<file path="src/rtl/hilo_div_seq_pkg.sv">
// Shared definitions for the HI/LO divide unit: FSM state encoding,
// default operand width and the iteration-counter width helper.
package hilo_div_seq_pkg;

  localparam int DEFAULT_WIDTH = 32;

  typedef enum logic [1:0] {
    ST_IDLE   = 2'd0,
    ST_RUN    = 2'd1,
    ST_FINISH = 2'd2
  } state_e;

  function automatic int cnt_width(input int w);
    return (w > 1) ? $clog2(w) : 1;
  endfunction

endpackage

</file>
<file path="src/rtl/hilo_div_seq_div_restore_step.sv">
// One restoring-division step: shift the next quotient bit into the
// partial remainder, then subtract the divisor if it fits.
module div_restore_step #(
  parameter int WIDTH = 32
) (
  input  logic [WIDTH-1:0] rem_in,
  input  logic [WIDTH-1:0] quo_in,
  input  logic [WIDTH-1:0] divisor,
  output logic [WIDTH-1:0] rem_out,
  output logic [WIDTH-1:0] quo_out
);

  // The shifted remainder needs one extra bit so divisors >= 2^(W-1) compare correctly.
  logic [WIDTH:0] shifted_s;
  logic [WIDTH:0] diff_s;

  assign shifted_s = {rem_in, quo_in[WIDTH-1]};
  assign diff_s    = shifted_s - {1'b0, divisor};

  always_comb begin
    rem_out = shifted_s[WIDTH-1:0];
    quo_out = {quo_in[WIDTH-2:0], 1'b0};
    if (shifted_s >= {1'b0, divisor}) begin
      rem_out    = diff_s[WIDTH-1:0];
      quo_out[0] = 1'b1;
    end else begin
      quo_out[0] = 1'b0;
    end
  end

endmodule

</file>
<file path="src/rtl/hilo_div_seq.sv">
// Multi-cycle DIV/DIVU unit owning the HI/LO registers: one restoring step
// per cycle, sign fixup on the way out, plus idle-time MTHI/MTLO writes.
module hilo_div_seq
  import hilo_div_seq_pkg::*;
#(
  parameter int WIDTH = DEFAULT_WIDTH
) (
  input  logic             clk,
  input  logic             reset,
  input  logic             start,
  input  logic             is_signed,
  input  logic [WIDTH-1:0] dividend,
  input  logic [WIDTH-1:0] divisor,
  input  logic             mthi,
  input  logic             mtlo,
  input  logic [WIDTH-1:0] wdata,
  output logic             busy,
  output logic             done,
  output logic             div_by_zero,
  output logic [WIDTH-1:0] hi,
  output logic [WIDTH-1:0] lo
);

  localparam int CW = cnt_width(WIDTH);

  state_e           state_q;
  logic [CW-1:0]    cnt_q;
  logic [WIDTH-1:0] rem_q;
  logic [WIDTH-1:0] quo_q;
  logic [WIDTH-1:0] dvs_q;
  logic             neg_quo_q;
  logic             neg_rem_q;
  logic             dbz_flag_q;
  logic [WIDTH-1:0] hi_q;
  logic [WIDTH-1:0] lo_q;
  logic             busy_q;
  logic             done_q;
  logic             dbz_q;

  logic [WIDTH-1:0] dividend_abs_d;
  logic [WIDTH-1:0] divisor_abs_d;
  logic [WIDTH-1:0] rem_d;
  logic [WIDTH-1:0] quo_d;
  logic [WIDTH-1:0] rem_fix_d;
  logic [WIDTH-1:0] quo_fix_d;

  // Magnitudes are plain W-bit unsigned, so -2^(W-1) maps onto itself correctly.
  always_comb begin
    dividend_abs_d = (is_signed && dividend[WIDTH-1]) ? -dividend : dividend;
    divisor_abs_d  = (is_signed && divisor[WIDTH-1])  ? -divisor  : divisor;
    quo_fix_d      = neg_quo_q ? -quo_q : quo_q;
    rem_fix_d      = neg_rem_q ? -rem_q : rem_q;
  end

  div_restore_step #(.WIDTH(WIDTH)) u_step (
    .rem_in  (rem_q),
    .quo_in  (quo_q),
    .divisor (dvs_q),
    .rem_out (rem_d),
    .quo_out (quo_d)
  );

  always_ff @(posedge clk) begin
    if (reset) begin
      state_q    <= ST_IDLE;
      cnt_q      <= {CW{1'b0}};
      rem_q      <= {WIDTH{1'b0}};
      quo_q      <= {WIDTH{1'b0}};
      dvs_q      <= {WIDTH{1'b0}};
      neg_quo_q  <= 1'b0;
      neg_rem_q  <= 1'b0;
      dbz_flag_q <= 1'b0;
      hi_q       <= {WIDTH{1'b0}};
      lo_q       <= {WIDTH{1'b0}};
      busy_q     <= 1'b0;
      done_q     <= 1'b0;
      dbz_q      <= 1'b0;
    end else begin
      done_q <= 1'b0;
      dbz_q  <= 1'b0;
      case (state_q)
        ST_IDLE: begin
          if (mthi) hi_q <= wdata;
          if (mtlo) lo_q <= wdata;
          if (start) begin
            busy_q    <= 1'b1;
            neg_quo_q <= is_signed & (dividend[WIDTH-1] ^ divisor[WIDTH-1]);
            neg_rem_q <= is_signed & dividend[WIDTH-1];
            rem_q     <= {WIDTH{1'b0}};
            quo_q     <= dividend_abs_d;
            dvs_q     <= divisor_abs_d;
            cnt_q     <= CW'(WIDTH - 1);
            if (divisor == {WIDTH{1'b0}}) begin
              dbz_flag_q <= 1'b1;
              state_q    <= ST_FINISH;
            end else begin
              dbz_flag_q <= 1'b0;
              state_q    <= ST_RUN;
            end
          end
        end
        ST_RUN: begin
          rem_q <= rem_d;
          quo_q <= quo_d;
          if (cnt_q == {CW{1'b0}}) begin
            state_q <= ST_FINISH;
          end else begin
            cnt_q <= cnt_q - CW'(1);
          end
        end
        ST_FINISH: begin
          // A zero divisor leaves HI/LO untouched; only the flags report it.
          if (!dbz_flag_q) begin
            hi_q <= rem_fix_d;
            lo_q <= quo_fix_d;
          end
          done_q  <= 1'b1;
          dbz_q   <= dbz_flag_q;
          busy_q  <= 1'b0;
          state_q <= ST_IDLE;
        end
        default: begin
          busy_q  <= 1'b0;
          state_q <= ST_IDLE;
        end
      endcase
    end
  end

  assign busy        = busy_q;
  assign done        = done_q;
  assign div_by_zero = dbz_q;
  assign hi          = hi_q;
  assign lo          = lo_q;

endmodule

</file>
<file path="config.mk">
export PLATFORM = sky130hd
export DESIGN_NAME = hilo_div_seq
export DESIGN_NICKNAME = d
export VERILOG_FILES = /design/src/rtl/hilo_div_seq_pkg.sv /design/src/rtl/hilo_div_seq_div_restore_step.sv /design/src/rtl/hilo_div_seq.sv
export SDC_FILE = /design/constraint.sdc
export NUM_CORES = 1
export LEC_CHECK = 0
export CAP_MARGIN = 0
export CORE_ASPECT_RATIO = 1.25
export CORE_MARGIN = 1.5
export CORE_UTILIZATION = 35
export CTS_BUF_LIST = sky130_fd_sc_hd__clkbuf_16
export CTS_CLUSTER_DIAMETER = 60
export DETAILED_ROUTE_END_ITERATION = 10
export PLACE_DENSITY = 0.58
export SYNTH_ARGS = -nofsm -noshare
export SYNTH_HDL_FRONTEND = slang
export SYNTH_SLANG_ARGS = --single-unit
</file>
<file path="constraint.sdc">
create_clock -name clk -period 4.9 [get_ports clk]
set_input_delay 0.98 -clock clk [delete_from_list [all_inputs] [get_ports clk]]
set_output_delay 0.98 -clock clk [all_outputs]
set_load 0.03 [all_outputs]
</file>
=== Word level (Yosys, flattened, before mapping) ===
Index checks and enable logic that the tools add are counted.

* Memory bits (writable): 0
* Memories kept: 0
* Register bits: 173
* Logic and storage cells: 75
* Bits in latches: 0
* Memory bits (read-only): 0
* Output and inout bits: 67
* Bits of input ports: 102

* $lt $le $gt $ge: 1
* Eq/ne operators: 8
* Multiplexer cells: 27
* $mul: 0
* Divide/modulo/power cells: 0
* $add $sub $neg: 6
* Reduce and logical (&&, ||, !) cells: 15
* Bitwise operators: 5
* Shift operators: 0

{| class="wikitable"
|+ Operator list
! kind !! count
|-
| two-way mux 32 bit || 11
|-
| one-hot mux 32 bit (2 select lines) || 4
|-
| negator 32 bit || 4
|-
| greater-or-equal comparator 33 x 32 -> 1 bit || 1
|-
| logical NOT 32 bit || 1
|-
| subtractor 32 bit || 1
|-
| != test 2 bit, second input constant || 6
|-
| two-way mux 5 bit || 2
|-
| one-hot mux 5 bit (2 select lines) || 1
|-
| AND reduction 3 bit || 3
|-
| AND reduction 2 bit || 4
|-
| two-way mux 2 bit || 3
|-
| logical NOT 5 bit || 1
|-
| subtractor 5 x 1 -> 5 bit, second input constant || 1
|-
| two-way mux 1 bit || 4
|-
| one-hot mux 2 bit (2 select lines) || 1
|-
| nonzero test 2 bit || 2
|-
| bitwise AND 1 bit || 2
|-
| equality test 2 x 1 -> 1 bit, second input constant || 1
|-
| equality test 2 bit, second input constant || 1
|-
| logical AND 1 bit || 2
|-
| logical NOT 2 bit || 1
|-
| NOT 1 bit || 2
|-
| one-hot mux 1 bit (2 select lines) || 1
|-
| other kinds (2) || 2
|}

=== Logic depth before layout (Yosys ltp) ===
Gate-level depths: netlist of the first run.

* Depth after elaboration: 4
* Mapped depth: 13

=== Hierarchy ===
From an unflattened synthesis of the first run, not the netlist that was laid out.

* Cell total of the unflattened synthesis: 1605
* Area total of the unflattened synthesis: 12490.7 µm²

{| class="wikitable"
|+ By module, submodules not included
! module !! cells each !! area an instance (µm²) !! times used
|-
| hilo_div_seq || 1248 || 9915.8 || 1
|-
| div_restore_step || 357 || 2575.0 || 1
|}

=== Least setup slack after synthesis of the first run ===
OpenSTA, ideal clock, no wires.

* Kind: input to register
* From: input port divisor[8]
* To: register dvs_q[29]
* Setup time: 0.086 ns
* Path buffers: 0
* Setup slack: 1.836 ns
* Required time: 4.814 ns
* Data arrival time: 2.978 ns
* Stages on the path: 9
* Cell sequence: nor4_2 > nand4b_1 > or2_1 > or4_1 > nor2_2 > nand3_1 > o31ai_1 > xor2_1 > a211oi_1

* Word-level cells in the longest chain between the ends: 2

{| class="wikitable"
|+ RTL lines
! element !! line !! RTL
|-
| start: declaration || hilo_div_seq.sv:13 || <nowiki>input logic [WIDTH-1:0] divisor,</nowiki>
|-
| negator 32 bit || hilo_div_seq.sv:50 || <nowiki>divisor_abs_d = (is_signed && divisor[WIDTH-1]) ? -divisor : divisor;</nowiki>
|-
| two-way mux 32 bit || hilo_div_seq.sv:50 ||
|-
| end signal: assignment || hilo_div_seq.sv:69 || <nowiki>dvs_q <= {WIDTH{1'b0}};</nowiki>
|-
| end signal: assignment || hilo_div_seq.sv:91 || <nowiki>dvs_q <= divisor_abs_d;</nowiki>
|-
| end: declaration || hilo_div_seq.sv:30 || <nowiki>logic [WIDTH-1:0] dvs_q;</nowiki>
|}

Every way passes these cells.
A chain may end at the register's enable or synchronous reset.

=== Final worst setup path of the first run ===
* From: input port divisor[7]
* To: register dvs_q[29]

Same word-level chain as after synthesis.

==> out/results.md, run 1 <==
* outcome: completed
* cell-by-cell listing of the critical path: clkdlybuf4s50_1 -> nor4_2 -> nand4b_1 -> or2_1 -> or4_1 -> nor2_2 -> nand3_1 -> o31ai_1 -> xor2_1 -> a211oi_1
* summed instance area of the synthesized netlist: 11330 sq um
* top-level port count: 169
* Max Cap Viol: 0
* dominant register cell in the synthesized netlist: dfxtp_1
* Place WS: 0.9241 ns
* CP bufs+invs: 1
* maximum number of pins on one net before global-route repair: 90
* Site Rows: 73
* power per cell area: 313.7 nW/um^2
* CP Data Required Time: 5.18 ns
* Nets: 1721
* number of enable-type register cells in the synthesized netlist: 0
* Post-Route Skew: 0.01066 ns
* maximum level of the CTS H-tree: 4
* Post-synth ARST share: 0
* estimated wirelength of the detail-placed design: 26940 microns
* global-route wire length before repair: 55100 microns
* cell type of the slowest stage on the worst timing path: or4_1
* category of the worst setup path capture point: flop
* post-cts resize count: 0
* synth warn: 0
* worst setup path category: in -> reg
* worst stage delay on the critical path: 0.55 ns
* Syn Nets: 1613
* average via count per standard cell: 5.394
* hold-fix buffer count after cts: 0
* sequential element share of the synthesized area: 0.3056
* Area growth, synth to finish: 22.05%
* Cells after Synth: 1472
* Clock Path Buffers: 2
* clock slew seen by the registers of the worst setup and hold paths: 0.07 ns
* Die Span Y: 204.2 microns
* Crit Path Max Fanout: 5
* number of buffer cells added on primary ports: 168
* Num Clock Sinks: 173
* count of final max-slew check failures: 0
* nature of the critical path startpoint: input port
* final wirelength: 34960 microns
* total negative slack for setup checks: 0 ns
* floorplan die width: 163.9 microns
* Fillers: 3227
* number of distinct library cell variants in the gate-level netlist after synthesis: 77
* setup repair after global routing missed its margin: no
* # DRC: 0
* max_slew headroom: 0.2043
* cell family contributing the most delay on the critical path: simple AND/OR/NAND/NOR gates
* highest-count cells in the layout ignoring fill and taps: nor2_1 (179), dfxtp_1 (173), clkdlybuf4s50_1 (167)
* detail-routed net length per standard cell: 17.43 microns
* via count of the routed design: 10820
* all-layer global routing usage: 0.2092
* final critical-path required period: 3.508 ns
* number of design-rule violations left by the first detailed-router iteration: 699
* router iterations before antenna repair: 5
* leading cell type in the layout, fill and taps excluded: nor2_1
* number of clock buffers inserted by TritonCTS: 17
* worst vdd rail ir drop: 0.0001747 V
* effective utilization at floorplan: 0.3555
* Die Footprint: 33470 sq um
* core area: 31880 sq um
* clock tree from TritonCTS: yes
* arrival time reported for the critical path endpoint: 3.79 ns
* Leak: 5.101 nW
* final weighted congestion in routability-driven placement: 0.8643
* maximum achievable frequency: 285.0 MHz
* Finished Layout Cells: 2005
* part of the cycle the worst path needs: 0.7160
* number of synthesized register bits: 173
* Final Setup Violations: 0
* Final Worst Setup Slack: 1.392 ns
* Post-Syn Area per Cell: 7.698 sq um
* hold violation count in the final report: 0
* ANT nets after route: 0
* actual transition at the worst max-transition pin: 1.192 ns
* worst min-delay path category: reg -> reg
* total overflow reported by the global router: 0
* Root Driver: clkbuf_16
* number of global-route vias before repair: 10320
* fraction of layout instances using a drive strength above 1: 0.05022
* antenna diode count: 0
* post-CTS setup buffer count: 0
* count of placed standard cells including taps: 1973
* antenna violations before repair: 0
* latest clock arrival within the worst-skew pair: 0.44 ns
==> cell usage after synthesis, drive strengths merged, types with 12 or more instances <==
cell type,count,area (sq um)
o21ai,113,565.5
nor4,12,117.6
nand3,13,70.07
xor2,82,718.2
o221ai,18,157.7
xnor2,60,525.5
a21oi,148,740.7
mux2i,31,310.3
or3,15,108.9
a211oi,76,575.6
ha,38,475.5
or4,12,97.59
a311oi,15,131.4
nor3,21,115.1
nor2,181,681.9
o31ai,27,230.2
a21o,14,105.1
nand2,159,596.8
clkbuf,81,319.0
dfxtp,173,3463
inv,58,217.7
o41ai,15,153.9
==> where the power goes <==
group / internal [mW] / switching (mW) / leakage (nW)
Sequential: 1.53 / 0.151 / 1.42
Clock: 0.728 / 0.671 / 0.283
Combinational: 0.523 / 0.734 / 3.40
Total: 2.78 / 1.56 / 5.10
==> final cells by class <==
class	instances	area, sq um	share of cell area
clock inverters	15	171.4	0.01239
well taps	412	515.5	0.03727
inverters	59	221.5	0.01601
flip-flops and latches	173	3463	0.2504
clock buffers	17	425.4	0.03076
repair buffers	182	1784	0.1290
multi-input cells	1147	7249	0.5242
==> per-layer routing <==
metal / GRT usage / wire length, microns / share of wire
met2: 0.3706 / 17150 / 0.49
met3: 0.02516 / 1278 / 0.037
met5: 0 / 0 / 0
met1: 0.2600 / 15650 / 0.45
met4: 0.06883 / 879 / 0.025
==> cell families (layout without fill, tap and decap cells) <==
family | Yosys count | after routing | synth area share
buf+inv | 152 | 273 | 0.05697
simple gates | 462 | 462 | 0.1885
compound gates | 473 | 473 | 0.2681
mux | 31 | 31 | 0.02738
xor+xnor | 142 | 142 | 0.1097
fa+ha+maj | 39 | 39 | 0.04372
flops | 173 | 173 | 0.3056
==> flip-flops by register name (all words and copies together), names as in the netlist, 2 cells and up <==
signal,cells
state_q,2
rem_q,32
hi,32
lo,32
cnt_q,5
quo_q,32
dvs_q,32
==> worst reg2reg max path, stage by stage, from the launching register on <==
cell      delay (ns)
dfxtp_1         0.32
inv_1           0.18
ha_1            0.21
inv_1           0.06
fa_1            0.40
a21oi_1         0.25
o211ai_1        0.16
a21o_1          0.22
o21a_1          0.20
a31oi_1         0.36
o21bai_1        0.18
a21boi_0        0.24
xor2_1          0.23
o21ai_0         0.10
==> path summary, 6_finish.rpt <==
| kind | slack, ns | to | cells after the start | from |
|---|---|---|---|---|
| worst min register to register | 0.46 | hi[7] | 2 | hi[7] |
| worst max register to register | 1.67 | rem_q[24] | 13 | quo_q[31] |
| worst max-delay path | 1.39 | dvs_q[29] | 10 | divisor[7] |
| worst min-delay path | 0.46 | hi[7] | 2 | hi[7] |
==> per-stage QoR <==
stage | cell area [sq um] | total power, mW | hold WS [ns] | utilization
2_1_floorplan | 11330 | 2.520 | 0.4319 | -
3_3_place_gp | 13230 | 2.954 | 0.4496 | 0.4152
3_5_place_dp | 13230 | 2.970 | 0.4487 | 0.4152
4_1_cts | 13830 | 4.359 | 0.4588 | 0.4339
5_1_grt | 13830 | 4.564 | 0.4903 | 0.4339
6_report | 13830 | 4.338 | 0.4567 | 0.4339
Power figures use the tool's default switching activity.
==> inputs of run 2 (changes only) <==
--- a/config.mk
+++ b/config.mk
@@ -12,7 +12,7 @@
 export CTS_BUF_LIST = sky130_fd_sc_hd__clkbuf_16
 export CTS_CLUSTER_DIAMETER = 60
 export DETAILED_ROUTE_END_ITERATION = 10
-export PLACE_DENSITY = 0.58
+export PLACE_DENSITY = 0.6
 export SYNTH_ARGS = -nofsm -noshare
 export SYNTH_HDL_FRONTEND = slang
 export SYNTH_SLANG_ARGS = --single-unit
==> constraint.sdc (replaced) <==
create_clock -name clk -period 2.85 [get_ports clk]
set_input_delay 0.57 -clock clk [delete_from_list [all_inputs] [get_ports clk]]
set_output_delay 0.57 -clock clk [all_outputs]
set_load 0.03 [all_outputs]
==> run 2 against run 1 <==
Compared with the run above:
- routed wire length rose by 5.1%
- flip-flop and latch count did not move
- sequential power rose by 68%
- clock power rose by 75%
- critical path depth fell by 2
- total power rose by 79%
- combinational power rose by 97%
==> out/results.md, run 2 (synthesis gave the netlist of run 1 again) <==
* final wirelength: 36730 microns
* total negative slack for setup checks: 0 ns
* Clock Path Buffers: 2
* effective utilization at floorplan: 0.3555
* CP bufs+invs: 0
* latest clock arrival within the worst-skew pair: 0.44 ns
* Leak: 5.880 nW
* worst vdd rail ir drop: 0.0003447 V
* Crit Path Max Fanout: 5
* arrival time reported for the critical path endpoint: 3.02 ns
* Place WS: -0.5406 ns
* estimated wirelength of the detail-placed design: 28820 microns
* Max Cap Viol: 0
* cell type of the slowest stage on the worst timing path: or4_1
* via count of the routed design: 11410
* Final Setup Violations: 0
* number of global-route vias before repair: 11020
* # DRC: 0
* maximum number of pins on one net before global-route repair: 141
* part of the cycle the worst path needs: 0.9549
* maximum level of the CTS H-tree: 4
* share of the core filled with cells in the final layout: 0.4711
* worst setup path category: reg -> reg
* max_slew headroom: 0.2592
* Area growth, synth to finish: 32.52%
* worst stage delay on the critical path: 0.59 ns
* number of design-rule violations left by the first detailed-router iteration: 765
* nature of the critical path startpoint: flop
* top-level port count: 169
* count of final max-slew check failures: 0
* Final Power: 7.749 mW
* antenna violations before repair: 0
* all-layer global routing usage: 0.2201
* router iterations before antenna repair: 6
* final weighted congestion in routability-driven placement: 0.9026
* Site Rows: 73
* Final Worst Setup Slack: 0.1285 ns
* category of the worst setup path capture point: flop
* cell-by-cell listing of the critical path: or4_1 -> or3_1 -> or2_1 -> o41ai_2 -> xor2_1 -> a211oi_1 -> a21oi_1 -> nor2_1
* antenna diode count: 0
* fraction of layout instances using a drive strength above 1: 0.1347
* maximum achievable frequency: 367.4 MHz
* final hold slack: 0.4620 ns
* worst min-delay path category: reg -> reg
* final critical-path required period: 2.722 ns
* Die Footprint: 33470 sq um
* cell family contributing the most delay on the critical path: simple AND/OR/NAND/NOR gates
* floorplan die width: 163.9 microns
* Die Span Y: 204.2 microns
* Num Clock Sinks: 173
* clock slew seen by the registers of the worst setup and hold paths: 0.07 ns
* hold violation count in the final report: 0
* number of buffer cells added on primary ports: 168
* average via count per standard cell: 5.348
* CP Data Required Time: 3.15 ns
* Nets: 1850
* global-route wire length before repair: 58120 microns
* actual transition at the worst max-transition pin: 1.107 ns
* Root Driver: clkbuf_16
* total overflow reported by the global router: 0
* number of clock buffers inserted by TritonCTS: 17
* core area: 31880 sq um
* power per cell area: 516.0 nW/um^2
* Post-Route Skew: 0.01057 ns
* ANT nets after route: 0
* detail-routed net length per standard cell: 17.21 microns
* leading cell type in the layout, fill and taps excluded: nor2_1
* highest-count cells in the layout ignoring fill and taps: nor2_1 (178), dfxtp_1 (168), clkdlybuf4s50_1 (159)
* clock tree from TritonCTS: yes
* outcome: completed
## run 2: per-layer routing
layer / up-vias / wire (microns) / track usage
met5: - / 0 / 0
li1: 5759 / - / -
met1: 5267 / 16120 / 0.2746
met4: 0 / 1512 / 0.1010
met2: 319 / 17640 / 0.3769
met3: 67 / 1458 / 0.02435
## run 2: final cells by class
class,instances,area (sq um)
Clock buffer,17,425.4
Clock inverter,15,173.9
Fill cell,3150,16860
Inverter,59,221.5
Multi-Input combinational cell,1147,7375
Sequential cell,173,3470
Tap cell,412,515.5
Timing Repair Buffer,311,2836
## run 2: path summary, 6_finish.rpt
path | cells after the start | to | slack (ns) | startpoint
worst max-delay path | 8 | hi[27] | 0.13 | rem_q[18]
worst min register to register | 2 | lo[7] | 0.46 | lo[7]
worst min-delay path | 2 | lo[7] | 0.46 | lo[7]
worst max register to register | 8 | hi[27] | 0.13 | rem_q[18]
## run 2: report_power, final
group	total [mW]	internal (mW)	switching, mW
registers	2.83	2.63	0.191
logic	2.48	1.07	1.41
clock network	2.45	1.33	1.12
## run 2: worst register-to-register path: stages (launching register included)
cell and delay, ns:
dfxtp_1 0.37, or4_1 0.59, or3_1 0.42, or2_1 0.31
o41ai_2 0.25, xor2_1 0.34, a211oi_1 0.13, a21oi_1 0.13
nor2_1 0.05
## run 2: timing repair
| action | 4_1_cts | 5_1_grt |
|---|---|---|
| endpoints found under the setup margin | 6 | 42 |
| pin swaps | 7 | 23 |
| hold buffers | 0 | 0 |
| resized for setup | 11 | 30 |
| setup buffers | 3 | 4 |
## run 2: stage by stage
step,cell area [sq um],cells
after floorplan,11330,1472
after global placement,14220,2095
after detailed placement,14220,2095
after CTS,14880,2130
after global routing,15020,2134
final,15020,2134
